===== src/rtl/writeback_queue.sv =====
// writeback_queue
//   FIFO of (register index, byte) write-backs draining into an 8 x 8-bit
//   register bank through a registered output stage. One entry is issued per
//   cycle while drain_stall is low and the queue holds entries.
//
//   Optional feature: define WRITEBACK_BYPASS_EN to build the read bypass
//   (rd_hit/rd_data report the youngest pending write to rd_addr). Without
//   the macro rd_hit and rd_data are tied to zero.
//
// Ports
//   clock, reset        sole clock; synchronous active-high reset
//   in_valid/in_ready   producer handshake; in_ready = count < DEPTH
//   in_addr, in_data    destination register index and byte
//   drain_stall         blocks issue to the register bank
//   reg_we, reg_data    one-hot write enable pulse and shared data bus
//   rd_addr             register index being read by the consumer
//   rd_hit, rd_data     bypass result
//   count               queued entries, excluding the output stage
module writeback_queue #(
    parameter int unsigned DEPTH = 4
) (
    input  logic       clock,
    input  logic       reset,
    input  logic       in_valid,
    output logic       in_ready,
    input  logic [2:0] in_addr,
    input  logic [7:0] in_data,
    input  logic       drain_stall,
    output logic [7:0] reg_we,
    output logic [7:0] reg_data,
    input  logic [2:0] rd_addr,
    output logic       rd_hit,
    output logic [7:0] rd_data,
    output logic [3:0] count
);

    localparam int unsigned PW = $clog2(DEPTH);

    typedef struct packed {
        logic [2:0] addr;
        logic [7:0] data;
    } entry_t;

    entry_t          mem_q [DEPTH];
    entry_t          mem_d [DEPTH];
    logic [PW-1:0]   wr_ptr_q, wr_ptr_d;
    logic [PW-1:0]   rd_ptr_q, rd_ptr_d;
    logic [3:0]      count_q, count_d;
    logic            out_valid_q, out_valid_d;
    entry_t          out_q, out_d;

    logic            push;
    logic            pop;

    // in_ready looks only at the stored count, never at a same-cycle pop.
    assign in_ready = (count_q < 4'(DEPTH));
    assign push     = in_valid && in_ready;
    assign pop      = (count_q != 4'd0) && !drain_stall;

    always_comb begin
        mem_d       = mem_q;
        wr_ptr_d    = wr_ptr_q;
        rd_ptr_d    = rd_ptr_q;
        count_d     = count_q;
        out_valid_d = pop;
        out_d       = out_q;

        if (push) begin
            mem_d[wr_ptr_q] = '{addr: in_addr, data: in_data};
            // DEPTH is a power of two, so natural overflow wraps modulo DEPTH.
            wr_ptr_d        = wr_ptr_q + 1'b1;
        end

        // Output stage data holds its last value when nothing is issued.
        if (pop) begin
            out_d    = mem_q[rd_ptr_q];
            rd_ptr_d = rd_ptr_q + 1'b1;
        end

        case ({push, pop})
            2'b10:   count_d = count_q + 4'd1;
            2'b01:   count_d = count_q - 4'd1;
            default: count_d = count_q;
        endcase
    end

    always_ff @(posedge clock) begin
        if (reset) begin
            for (int unsigned i = 0; i < DEPTH; i++) begin
                mem_q[i] <= '0;
            end
            wr_ptr_q    <= '0;
            rd_ptr_q    <= '0;
            count_q     <= '0;
            out_valid_q <= 1'b0;
            out_q       <= '0;
        end else begin
            mem_q       <= mem_d;
            wr_ptr_q    <= wr_ptr_d;
            rd_ptr_q    <= rd_ptr_d;
            count_q     <= count_d;
            out_valid_q <= out_valid_d;
            out_q       <= out_d;
        end
    end

    assign reg_we   = out_valid_q ? (8'd1 << out_q.addr) : '0;
    assign reg_data = out_q.data;
    assign count    = count_q;

`ifdef WRITEBACK_BYPASS_EN
    logic          byp_hit;
    logic [7:0]    byp_data;
    logic [PW-1:0] byp_idx;

    // Output stage is checked first; queue entries are then scanned oldest
    // to youngest so the youngest match overrides everything before it.
    always_comb begin
        byp_hit  = 1'b0;
        byp_data = '0;
        byp_idx  = '0;
        if (out_valid_q && (out_q.addr == rd_addr)) begin
            byp_hit  = 1'b1;
            byp_data = out_q.data;
        end
        for (int unsigned i = 0; i < DEPTH; i++) begin
            byp_idx = rd_ptr_q + PW'(i);
            if ((i < 32'(count_q)) && (mem_q[byp_idx].addr == rd_addr)) begin
                byp_hit  = 1'b1;
                byp_data = mem_q[byp_idx].data;
            end
        end
    end

    assign rd_hit  = byp_hit;
    assign rd_data = byp_data;
`else
    logic unused_rd_addr;
    assign unused_rd_addr = ^rd_addr;
    assign rd_hit         = 1'b0;
    assign rd_data        = '0;
`endif

endmodule


===== config.mk =====
export PLATFORM = sky130hd
export DESIGN_NAME = writeback_queue
export DESIGN_NICKNAME = d
export VERILOG_FILES = /design/src/rtl/writeback_queue.sv
export SDC_FILE = /design/constraint.sdc
export NUM_CORES = 1
export LEC_CHECK = 0
export ABC_AREA = 0
export ABC_CLOCK_PERIOD_IN_PS = 4600
export CELL_PAD_IN_SITES_DETAIL_PLACEMENT = 0
export CELL_PAD_IN_SITES_GLOBAL_PLACEMENT = 2
export CORE_ASPECT_RATIO = 1.2
export CORE_MARGIN = 5
export CORE_UTILIZATION = 30
export DETAILED_ROUTE_END_ITERATION = 8
export GPL_ROUTABILITY_DRIVEN = 0
export HOLD_SLACK_MARGIN = 0.02
export PLACE_DENSITY_LB_ADDON = 0.1
export SYNTH_ARGS = -nofsm -noshare
export SYNTH_HDL_FRONTEND = slang
export SYNTH_SLANG_ARGS = --single-unit

===== constraint.sdc =====
create_clock -name clock -period 4.6 [get_ports clock]
set_clock_uncertainty 0.05 [all_clocks]
set_input_delay 0.92 -clock clock [delete_from_list [all_inputs] [get_ports clock]]
set_output_delay 0.92 -clock clock [all_outputs]
set_load 0.01 [all_outputs]

==> results of run 1 <==
## stage by stage
| step | setup WS (ns) | hold slack [ns] | utilization, % | area, um2 | std cells |
|---|---|---|---|---|---|
| 2_1_floorplan | 1.93 | 0.382 | - | 3030 | 356 |
| 3_3_place_gp | 1.25 | 0.389 | 33.3 | 3300 | 483 |
| 3_5_place_dp | 1.25 | 0.394 | 33.3 | 3300 | 483 |
| 4_1_cts | 1.59 | 0.401 | 36.7 | 3640 | 499 |
| 5_1_grt | 1.46 | 0.422 | 36.7 | 3640 | 499 |
| 6_report | 1.60 | 0.404 | 36.7 | 3640 | 499 |
## worst max path at each step
stage | from | endpoint | slack [ns] | depth (start not counted)
2_1_floorplan | in_valid | count[3]$_SDFFE_PP0P_ | 1.93 | 7
3_3_place_gp | drain_stall | count[3]$_SDFFE_PP0P_ | 1.25 | 8
3_5_place_dp | drain_stall | count[3]$_SDFFE_PP0P_ | 1.25 | 8
4_1_cts | drain_stall | count[3]$_SDFFE_PP0P_ | 1.59 | 8
5_1_grt | drain_stall | count[3]$_SDFFE_PP0P_ | 1.46 | 8
6_report | drain_stall | count[3]$_SDFFE_PP0P_ | 1.60 | 8
## Yosys cell counts, types with 4 or more instances
cell | n | share of area (%)
inv_1 | 4 | 0.50
buf_4 | 17 | 4.2
nor2_1 | 17 | 2.1
clkbuf_1 | 6 | 0.75
a21oi_2 | 20 | 5.8
nor2b_1 | 4 | 0.83
dfxtp_1 | 64 | 43
mux4_2 | 9 | 6.7
buf_2 | 8 | 1.3
ha_1 | 7 | 2.9
nand2_1 | 118 | 15
a21oi_1 | 40 | 6.7
## metal layers
metal	up-vias	track usage (%)
li1	1158	-
met4	0	6.23
met5	-	0
met2	48	20.4
met3	8	2.21
met1	1026	16.8
## power by group
| part | switching, mW | internal (mW) | total [mW] |
|---|---|---|---|
| clock | 0.242 | 0.527 | 0.769 |
| combinational | 0.333 | 0.276 | 0.609 |
| sequential | 0.102 | 0.648 | 0.750 |
| total | 0.677 | 1.45 | 2.13 |
## area by class of cell
| class | count | area, um2 |
|---|---|---|
| fillers | 1047 | 6270 |
| multi-input cells | 250 | 1480 |
| flip-flops and latches | 64 | 1280 |
| repair buffers | 38 | 368 |
| clock buffers | 10 | 229 |
| well taps | 126 | 158 |
| clock inverters | 6 | 108 |
| inverters | 5 | 18.8 |
## worst min-delay path, stage by stage (launching register included)
cell,delay [ns]
dfxtp_1,0.30
nand2_1,0.05
a21oi_1,0.05
## cell families (layout without fill, tap and decap cells)
kind of cell / Yosys count / in the layout / share of synthesized area [%]
other: 1 / 9 / 0.125
XOR/XNOR: 5 / 5 / 1.46
buffers and inverters: 42 / 59 / 9.21
flip-flops: 64 / 64 / 42.7
adder cells (fa/ha/maj): 7 / 7 / 2.92
AND/OR/NAND/NOR: 151 / 151 / 20.6
AO/OA/AOI/OAI: 65 / 65 / 13.8
multiplexers: 13 / 13 / 9.21
## state kept, by name, summed over array words and instances (netlist names)
signal	flops
out_valid_q	1
count	4
reg_data	8
wr_ptr_q	2
mem_q	44
rd_ptr_q	2
out_q	3
==> flow_summary.toml, run 1 <==
[outcome]
status = "completed"

[detailed_routing]
wl_met1_um = 3420
highest_layer = "met4"
drt_pass1_iterations = 4
routedWlPerCell_um = 15.0
dr.first_iter.drc_count = 107
postRouteAntennaNets = 0
route.met3.wl_um = 310
route.detailed.drc = 0
vias = 2240
wl_um = 7470
wl_met2_um = 3610
viasPerCell = 4.49

[global_routing]
overflow = 0
grt_usage_pct = 12.9
grt_pass1_vias = 2107
grt_pass1_wl_um = 11600
grt_max_degree = 42
grt_antenna_before_repair = 0

[synth]
avgSynthCellArea_um2 = 8.63
synth-main-ff-cell = "dfxtp_1"
synth_area_um2 = 3000
yosysWarnings = 0
synth_cell_types = 33
synth_enable_flop_cells = 0
syn_inst = 348
yosysSeqAreaShare_pct = 42.7
yosys_register_bits = 64
postSynth.asyncResetShare_pct = 0

[floorplanning]
io_pins = 48
start_util_pct = 30.3
coreArea_um2 = 9910
dieArea_um2 = 12100
rows = 40
die_x_um = 101
die_h_um = 120

[critical_path]
worst-r2r-setup-slack_ns = 2.05
reg2reg_depth = 8
crit_type = "input pin to flop"
path_max_fanout = 14
max_stage_delay_ns = 0.50
critPathLaunchType = "input pin"
path_cells = "clkdlybuf4s50_1 > a21o_1 > buf_4 > inv_2 > ha_1 > or3_1 > o32ai_1 > mux2_2"
end_kind = "flop"
cp_slowest_cell = "clkdlybuf4s50_1"
required_ns = 4.76
r2r_end = "count[3]$_SDFFE_PP0P_"
r2r-start = "count[2]$_SDFFE_PP0P_"
cp_top_family = "buffers and inverters"
cp.arrival_ns = 3.16
path_buf_inv = 3

[min_path]
hold_start = "mem_q[17]$_SDFFE_PP0P_"
worstHoldEndpoint = "mem_q[17]$_SDFFE_PP0P_"
hold_depth = 2
hp-class = "flop to flop"

[clock_tree]
cts.clk_slew.worst_paths_ns = 0.05
numClockSinks = 64
cts_root_buffer = "clkbuf_16"
ctsResizeCount = 0
clock_path_buffers = 2
clock_latency_ns = 0.32
postCtsSetupBuffers = 0
cts_made_buffers = 9
cts_tree = "built"
hold_buffers = 0
htreeDepth = 3

[power_and_ir_drop]
leakagePower_nw = 1.25
ir_drop_mv = 0.231
power_mw = 2.13
powerDensity_nw_per_um2 = 585

[timing]
worstMarginPinSlew_ns = 0.951
relSlewSlack_pct = 36.6
period_share_pct = 65.2
tns_ns = 0
min_period_ns = 3.00
fmax_ghz = 0.333
hold_viol = 0
rsz0062_at_grt = "no"
setup_viol = 0
slew_violations = 0

[finish]
final_common_cell = "nand2_1"
n_antenna_cell = 0
final_cell_mix = "118 x nand2_1, 64 x dfxtp_1, 40 x a21oi_1"
areaGrowthSynthToFinish_pct = 21.1
fin_nets = 393
layout-drive-gt1-share_pct = 15.0

[place]
portBuffers = 35
dpl.hpwl_um = 4860

[flow_run]
cap_violations = 0
Note: power is estimated with default switching activity, not from simulation.
==> run 2, diff against run 1 <==
--- a/config.mk
+++ b/config.mk
@@ -6,12 +6,12 @@
 export NUM_CORES = 1
 export LEC_CHECK = 0
 export ABC_AREA = 0
-export ABC_CLOCK_PERIOD_IN_PS = 4600
+export ABC_CLOCK_PERIOD_IN_PS = 2700
 export CELL_PAD_IN_SITES_DETAIL_PLACEMENT = 0
 export CELL_PAD_IN_SITES_GLOBAL_PLACEMENT = 2
 export CORE_ASPECT_RATIO = 1.2
 export CORE_MARGIN = 5
-export CORE_UTILIZATION = 30
+export CORE_UTILIZATION = 29
 export DETAILED_ROUTE_END_ITERATION = 8
 export GPL_ROUTABILITY_DRIVEN = 0
 export HOLD_SLACK_MARGIN = 0.02
==> constraint.sdc (replaced) <==
create_clock -name clock -period 2.7 [get_ports clock]
set_clock_uncertainty 0.05 [all_clocks]
set_input_delay 0.54 -clock clock [delete_from_list [all_inputs] [get_ports clock]]
set_output_delay 0.54 -clock clock [all_outputs]
set_load 0.01 [all_outputs]
==> run 2 against run 1 <==
- sequential share of layout area up 0.13 points
- clock power rose by 37%
- combinational power is 86% higher
- first-iteration DRC count decreased by 35%
- clock-buffer cell count rose by 5
- setup slack worse by 1.2 ns
- via count is 1.1% higher
- non-clock buffer count rose by 4
- critical path depth decreased by 1
- wire length rose by 2.3%
- sequential cell count stayed put
- sequential power grew 68%
==> flow_summary.toml, run 2 (synthesized netlist as in run 1, its figures left out) <==
[place]
portBuffers = 35
dpl.hpwl_um = 5010
place_inst = 487

[timing]
tns_ns = 0
slew_violations = 0
period_share_pct = 85.3
min_period_ns = 2.30
setup_viol = 0
hold_slack_ns = 0.400
hold_viol = 0
relSlewSlack_pct = 49.7
fmax_ghz = 0.434
worstMarginPinSlew_ns = 0.754
rsz0062_at_grt = "no"

[floorplanning]
die_h_um = 121
dieArea_um2 = 12500
coreArea_um2 = 10100
die_x_um = 103
io_pins = 48
rows = 40
start_util_pct = 29.9

[critical_path]
path_max_fanout = 2
startpoint = "in_valid"
worst-r2r-setup-slack_ns = 0.55
r2r-start = "count[2]$_SDFFE_PP0P_"
crit_end = "count[3]$_SDFFE_PP0P_"
cp.arrival_ns = 2.47
crit_type = "input pin to flop"
path_cells = "clkdlybuf4s50_1 > nor3b_2 > inv_1 > ha_1 > or3_1 > o32ai_1 > mux2_2"
max_stage_delay_ns = 0.45
end_kind = "flop"
reg2reg_depth = 7
cp_slowest_cell = "clkdlybuf4s50_1"
required_ns = 2.87
critPathLaunchType = "input pin"
r2r_end = "count[3]$_SDFFE_PP0P_"

[clock_tree]
cts.clk_slew.worst_paths_ns = 0.05
cts_tree = "built"
postCtsSetupBuffers = 0
ctsResizeCount = 0
cts_root_buffer = "clkbuf_16"
clock_path_buffers = 2
numClockSinks = 64
htreeDepth = 3
cts_made_buffers = 9
hold_buffers = 0
clock_latency_ns = 0.32

[detailed_routing]
dr.first_iter.drc_count = 70
highest_layer = "met4"
vias = 2265
route.met3.wl_um = 378
wl_met2_um = 3710
wl_met1_um = 3430
drt_pass1_iterations = 4
routedWlPerCell_um = 15.2
wl_um = 7640
viasPerCell = 4.51
postRouteAntennaNets = 0
route.detailed.drc = 0

[finish]
fin_cells = 502
fin_nets = 397
largest_reg_flops = 44
fillers = 1056
layout-drive-gt1-share_pct = 14.9
n_antenna_cell = 0
areaGrowthSynthToFinish_pct = 20.7
final_common_cell = "nand2_1"
multiInputGateArea_um2 = 1480
final_cell_mix = "118 x nand2_1, 64 x dfxtp_1, 40 x a21oi_1"
largest-register = "mem_q"
seqCellArea_um2 = 1280

[global_routing]
grt_antenna_before_repair = 0
grt_pass1_vias = 2162
grt_pass1_wl_um = 12200
grt_max_degree = 59
grt_usage_pct = 13.2
overflow = 0

[power_and_ir_drop]
ir_drop_mv = 0.305
leakagePower_nw = 1.25
powerDensity_nw_per_um2 = 949

[outcome]
status = "completed"

[flow_run]
cap_violations = 0

[min_path]
hold_start = "reg_data[6]$_SDFFE_PP0P_"
hp-class = "flop to flop"
run 2: cell types whose count changed in the layout (fill, tap and decap cells not counted):
cell        change
buf_12          +2
buf_4           +2
bufinv_16       -3
clkbuf_1        +3
clkbuf_8        +2
clkinv_2        -2
clkinvlp_4      -1
run 2: per-stage QoR:
step	instance area (um2)	setup WS [ns]	util, %	total power [mW]
finish	3620	0.396	36.0	3.44
floorplan	3030	0.396	-	2.10
detailed placement	3360	0.0502	33.4	2.43
global placement	3360	0.0668	33.4	2.42
CTS	3620	0.387	36.0	3.51
global route	3620	0.232	36.0	3.69
run 2: power by group:
part           internal, mW  total, mW  switching, mW
Sequential             1.10       1.26          0.151
Combinational         0.518       1.13          0.610
Clock                 0.667       1.05          0.387
Total                  2.29       3.44           1.15
run 2: worst min path at each step:
| stage | cells after the start | slack, ns | to |
|---|---|---|---|
| final | 2 | 0.40 | reg_data[6]$_SDFFE_PP0P_ |
| after CTS | 2 | 0.40 | reg_data[6]$_SDFFE_PP0P_ |
| after detailed placement | 2 | 0.40 | mem_q[10]$_SDFFE_PP0P_ |
| after global routing | 2 | 0.43 | mem_q[16]$_SDFFE_PP0P_ |
| after global placement | 2 | 0.39 | mem_q[4]$_SDFFE_PP0P_ |
| after floorplan | 2 | 0.38 | mem_q[15]$_SDFFE_PP0P_ |
run 2: critical path: cells and delay by family:
family                     cells  cell delay [ns]
and+or+nand+nor                2             0.56
buffers and inverters          2             0.54
muxes                          1             0.37
adders and majority gates      1             0.29
AOI/OAI and AO/OA              1             0.17
run 2: layout make-up:
| cell class | count | area share [%] |
|---|---|---|
| Multi-Input combinational cell | 250 | 40.7 |
| Sequential cell | 64 | 35.4 |
| Timing Repair Buffer | 42 | 11.7 |
| Clock buffer | 15 | 7.39 |
| Tap cell | 126 | 4.35 |
| Inverter | 5 | 0.518 |
run 2: routing by layer:
metal / global-route usage [%] / up-vias
met1: 17.2 / 1035
met5: 0 / -
met3: 3.22 / 12
met4: 5.59 / 0
li1: - / 1170
met2: 20.7 / 48
